==> src/rtl/wb_sdram_arbiter.sv <==
// Round-robin two-master Wishbone arbiter in front of the SDRAM slave port.
// Optional ack watchdog with DRAIN states is built when WB_ARB_TIMEOUT_EN is defined.
module wb_sdram_arbiter #(
    parameter int TIMEOUT_CYCLES = 1024,
    parameter int OUTST_W        = 3
) (
    input  logic        clk_i,
    input  logic        rst_i,
    input  logic        m0_cyc_i,
    input  logic        m0_stb_i,
    input  logic        m0_we_i,
    input  logic [3:0]  m0_sel_i,
    input  logic [31:0] m0_addr_i,
    input  logic [31:0] m0_data_i,
    output logic [31:0] m0_data_o,
    output logic        m0_stall_o,
    output logic        m0_ack_o,
    output logic        m0_err_o,
    input  logic        m1_cyc_i,
    input  logic        m1_stb_i,
    input  logic        m1_we_i,
    input  logic [3:0]  m1_sel_i,
    input  logic [31:0] m1_addr_i,
    input  logic [31:0] m1_data_i,
    output logic [31:0] m1_data_o,
    output logic        m1_stall_o,
    output logic        m1_ack_o,
    output logic        m1_err_o,
    output logic        s_cyc_o,
    output logic        s_stb_o,
    output logic        s_we_o,
    output logic [3:0]  s_sel_o,
    output logic [31:0] s_addr_o,
    output logic [31:0] s_data_o,
    input  logic [31:0] s_data_i,
    input  logic        s_stall_i,
    input  logic        s_ack_i
);

`ifdef WB_ARB_TIMEOUT_EN
    typedef enum logic [2:0] {IDLE, OWN0, OWN1, DRAIN0, DRAIN1} state_t;
`else
    typedef enum logic [2:0] {IDLE, OWN0, OWN1} state_t;
`endif

    state_t             state;
    logic               last;
    logic [OUTST_W-1:0] outst;
    logic [OUTST_W-1:0] outst_nxt;
    logic               own0, own1, sat, inc, dec, pick0, pick1;

    assign own0  = (state == OWN0);
    assign own1  = (state == OWN1);
    assign sat   = &outst;
    assign pick0 = m0_cyc_i & (~m1_cyc_i | last);
    assign pick1 = m1_cyc_i & (~m0_cyc_i | ~last);

    assign m0_data_o = s_data_i;
    assign m1_data_o = s_data_i;

    // A saturated counter also gates stb so the slave cannot take a beat the master thinks stalled
    always_comb begin
        s_cyc_o    = 1'b0;
        s_stb_o    = 1'b0;
        s_we_o     = 1'b0;
        s_sel_o    = '0;
        s_addr_o   = '0;
        s_data_o   = '0;
        m0_stall_o = 1'b1;
        m1_stall_o = 1'b1;
        m0_ack_o   = 1'b0;
        m1_ack_o   = 1'b0;
        if (own0) begin
            s_cyc_o    = m0_cyc_i;
            s_stb_o    = m0_cyc_i & m0_stb_i & ~sat;
            s_we_o     = m0_we_i;
            s_sel_o    = m0_sel_i;
            s_addr_o   = m0_addr_i;
            s_data_o   = m0_data_i;
            m0_stall_o = s_stall_i | sat;
            m0_ack_o   = s_ack_i;
        end else if (own1) begin
            s_cyc_o    = m1_cyc_i;
            s_stb_o    = m1_cyc_i & m1_stb_i & ~sat;
            s_we_o     = m1_we_i;
            s_sel_o    = m1_sel_i;
            s_addr_o   = m1_addr_i;
            s_data_o   = m1_data_i;
            m1_stall_o = s_stall_i | sat;
            m1_ack_o   = s_ack_i;
        end
    end

    assign inc = s_stb_o & ~s_stall_i;
    assign dec = (own0 | own1) & s_ack_i & (outst != '0);

    always_comb begin
        outst_nxt = outst;
        if (inc & ~dec)
            outst_nxt = outst + 1'b1;
        else if (dec & ~inc)
            outst_nxt = outst - 1'b1;
    end

`ifdef WB_ARB_TIMEOUT_EN
    localparam int WD_W = $clog2(TIMEOUT_CYCLES + 1);
    localparam logic [WD_W-1:0] WD_LAST = WD_W'(TIMEOUT_CYCLES - 1);

    logic [WD_W-1:0] wd;
    logic            err0, err1, wd_run, wd_fire, wd_live;

    assign wd_live  = (own0 & m0_cyc_i) | (own1 & m1_cyc_i);
    assign wd_run   = (outst != '0) & ~s_ack_i;
    assign wd_fire  = wd_live & wd_run & (wd == WD_LAST);
    assign m0_err_o = err0;
    assign m1_err_o = err1;
`else
    logic unused_cfg;

    assign unused_cfg = (TIMEOUT_CYCLES != 0);
    assign m0_err_o   = 1'b0;
    assign m1_err_o   = 1'b0;
`endif

    always_ff @(posedge clk_i) begin
        if (rst_i) begin
            state <= IDLE;
            last  <= 1'b1;
            outst <= '0;
`ifdef WB_ARB_TIMEOUT_EN
            wd    <= '0;
            err0  <= 1'b0;
            err1  <= 1'b0;
`endif
        end else begin
            unique case (state)
                IDLE: begin
                    outst <= '0;
                    unique case (1'b1)
                        pick0: begin
                            state <= OWN0;
                            last  <= 1'b0;
                        end
                        pick1: begin
                            state <= OWN1;
                            last  <= 1'b1;
                        end
                        default: ;
                    endcase
                end
                OWN0: begin
                    if (!m0_cyc_i) begin
                        outst <= '0;
                        if (m1_cyc_i) begin
                            state <= OWN1;
                            last  <= 1'b1;
                        end else begin
                            state <= IDLE;
                        end
                    end else begin
                        outst <= outst_nxt;
                    end
                end
                OWN1: begin
                    if (!m1_cyc_i) begin
                        outst <= '0;
                        if (m0_cyc_i) begin
                            state <= OWN0;
                            last  <= 1'b0;
                        end else begin
                            state <= IDLE;
                        end
                    end else begin
                        outst <= outst_nxt;
                    end
                end
`ifdef WB_ARB_TIMEOUT_EN
                DRAIN0: if (!m0_cyc_i) state <= IDLE;
                DRAIN1: if (!m1_cyc_i) state <= IDLE;
`endif
                default: state <= IDLE;
            endcase
`ifdef WB_ARB_TIMEOUT_EN
            // Watchdog abort overrides the normal owner transition above
            err0 <= 1'b0;
            err1 <= 1'b0;
            if (wd_fire) begin
                wd    <= '0;
                outst <= '0;
                err0  <= own0;
                err1  <= own1;
                if (own0)
                    state <= DRAIN0;
                else
                    state <= DRAIN1;
            end else if (wd_live & wd_run) begin
                wd <= wd + 1'b1;
            end else begin
                wd <= '0;
            end
`endif
        end
    end

endmodule

==> config.mk <==
export PLATFORM = sky130hd
export DESIGN_NAME = wb_sdram_arbiter
export DESIGN_NICKNAME = d
export VERILOG_FILES = /design/src/rtl/wb_sdram_arbiter.sv
export SDC_FILE = /design/constraint.sdc
export NUM_CORES = 1
export LEC_CHECK = 0
export ABC_AREA = 0
export CORE_AREA = 2 2 122 124
export DETAILED_ROUTE_END_ITERATION = 8
export DIE_AREA = 0 0 124 126
export DONT_BUFFER_PORTS = 1
export GPL_TIMING_DRIVEN = 1
export PLACE_DENSITY = 0.31
export SYNTH_ARGS = -nofsm -noshare
export SYNTH_HDL_FRONTEND = slang
export SYNTH_SLANG_ARGS = --single-unit
==> constraint.sdc <==
create_clock -name clk_i -period 2.54 [get_ports clk_i]
set_input_delay 0.508 -clock clk_i [delete_from_list [all_inputs] [get_ports clk_i]]
set_output_delay 0.508 -clock clk_i [all_outputs]
set_load 0.01 [all_outputs]
==> flow_summary.toml <==
[synth]
synth.top_cell.area_share_pct = 24.8
yosysTopAreaCell = "buf_4"
synth.area.top_cells = "buf_4 (25%), nand2_1 (20%), o21ai_0 (13%), a22o_1 (10%), dfxtp_1 (6.0%)"
synth_xor_area_share_pct = 0
syn_inst = 334
synth-simple-area-share_pct = 27.4
synth-compound-area-share_pct = 30.3
synthMuxAreaShare_pct = 0
yosys.area_share.adder_pct = 5.01
synth-seq-area-share_pct = 6.02
synth_top_family_by_area = "buffers and inverters"
netlist_area_um2 = 2000
synth_edf_count = 0
yosys_warnings = 0
synth.avg_cell_area_um2 = 5.98
async_reset_ff_share_pct = 0
ys.flop_type = "dfxtp_1"
ys_types = 41
synth-seq-cells = 6

[final_layout]
drive_gt1_share_pct = 8.11
layout_commonest_cell = "nand2_1"
final_cell_mix = "nand2_1 (107), o21ai_0 (49), a22o_1 (23), buf_4 (9), inv_1 (8)"
syn_to_final_growth_pct = -8.33
nets = 447
n_antenna_cell = 0
final_core_util_pct = 12.8
nFillCells = 1678

[worst_setup_path]
crit_fanout = 57
crit_type = "reg -> out"
startpoint_type = "register"
cp.arrival_ns = 1.86
endpoint_kind = "output pin"
critPathRequiredTime_ns = 2.03

[floorplanning]
chipHeight_um = 126
dieArea_um2 = 15600
core_um2 = 14300
initial_core_util_pct = 14.0
dieWidth_um = 124
rows = 44
design.portCount = 319

[power]
clockPowerShare_pct = 20.8
cellPowerDensity_nw_per_um2 = 693
power_uw = 1270
intPower_uw = 585
p_seq_share_pct = 9.6
p_switching_uw = 683
leakage_uw = 0.000587
comb_power_share_pct = 69.5
swShare_pct = 53.9
ir_drop_v = 0.000248

[timing]
rsz0062_at_grt = "false"
fin_crit_ns = 2.36
fmax_mhz = 423
relSlewSlack_pct = 62.9
worst_slew_pin_slew_ns = 0.556
finalClockSkew_ns = 0.000319
hold_violations = 0
whs_ns = 0.341
period_share_pct = 93.1
tns_ns = 0
slew_violations = 0
finalSetupViolCount = 0

[global_route]
antenna_found_initial = 0
grt_max_degree = 58
grt.total_usage_pct = 8.66
grt-ovfl-total = 0
grt_pass1_vias = 1669
grt_pass1_wl_mm = 10.1

[detailed_routing]
vias_per_cell = 4.25
drc = 0
wl_per_cell_um = 17.6
num_vias = 1882
dr.pass1.iters = 4
ant_nets = 0
drt_iter0_markers = 99
drt_wl_total_mm = 7.78

[clocking]
cts_buffers = 3
cts_tree = "done"
numClockSinks = 6
htreeDepth = 1
clockBufferDepth = 2
cts_setup_buffers = 0
path_clk_slew_ns = 0.04
insertion_delay_ns = 0.23
post_cts_resized = 0
root_buffer = "clkbuf_16"
postCtsHoldBufs = 0

[worst_hold_path]
hp-class = "in -> reg"

[placement]
portBuffers = 0
gp_congestion = 0.742
place_hpwl_mm = 6.56

[status]
outcome = "finished clean"

[flow_run]
drv_cap = 0
cell families after synthesis:
kind of cell	count (synthesis)
other	1
adders and majority gates	8
AOI/OAI and AO/OA	92
DFF	6
and+or+nand+nor	130
buffers and inverters	97
power by group through the flow:
stage / Clock, µW / Sequential [µW] / Combinational, µW
5_1_grt: 268 / 124 / 976
4_1_cts: 266 / 121 / 896
3_3_place_gp: 0 / 122 / 883
2_1_floorplan: 0 / 118 / 787
3_5_place_dp: 0 / 123 / 891
6_report: 264 / 122 / 881
metrics by stage:
stage | setup slack [ns] | instance area (µm²) | std cells
after detailed placement | 0.317 | 1750 | 440
final | 0.176 | 1830 | 443
after global placement | 0.290 | 1750 | 440
after CTS | 0.0574 | 1820 | 443
after global routing | 0.0894 | 1830 | 443
after floorplan | 0.443 | 2000 | 335
cell usage after synthesis, types with 2 or more instances:
cell and count:
and3_1 2, and2_1 2, a22o_1 23, ha_1 8, nor2b_1 2, nand3_1 2, o21ai_0 50, nor2_1 5
inv_1 8, nand2_1 107, clkbuf_1 17, buf_1 4, a21oi_1 4, dfxtp_1 6, nor4_1 2, buf_4 66
or3_1 2
path summary, 6_finish.rpt:
kind	depth (start not counted)	start	to	slack, ns
hold / removal	1	rst_i	state[0]	0.34
setup reg to reg	7	state[0]	outst[2]	0.32
hold reg to reg	2	state[0]	state[0]	0.53
setup / recovery	5	state[1]	s_data_o[1]	0.18
flip-flops by register name, summed over array words and instances, names as in the netlist:
signal	cells
outst	3
last	1
state	2
per-layer routing:
metal | track usage [%] | routed length, µm | up-vias
met1 | 9.51 | 2790 | 850
met4 | 2.25 | 116 | 0
li1 | - | - | 904
met5 | 0 | 0 | -
met2 | 15.6 | 3950 | 110
met3 | 3.08 | 923 | 18
worst max-delay path, stage by stage, from the launching register on:
cell	delay [ns]
dfxtp_1	0.41
inv_1	0.11
ha_4	0.26
buf_12	0.21
o21ai_0	0.38
buf_4	0.23
cell type report:
type | instances | area (µm²) | area share [%]
multi-input cells | 232 | 1290 | 70.3
well taps | 184 | 230 | 12.6
flip-flops and latches | 6 | 120 | 6.56
repair buffers | 10 | 87.6 | 4.78
clock buffers | 3 | 75.1 | 4.10
inverters | 8 | 30.0 | 1.64
Note: power is estimated with default switching activity, not from simulation.
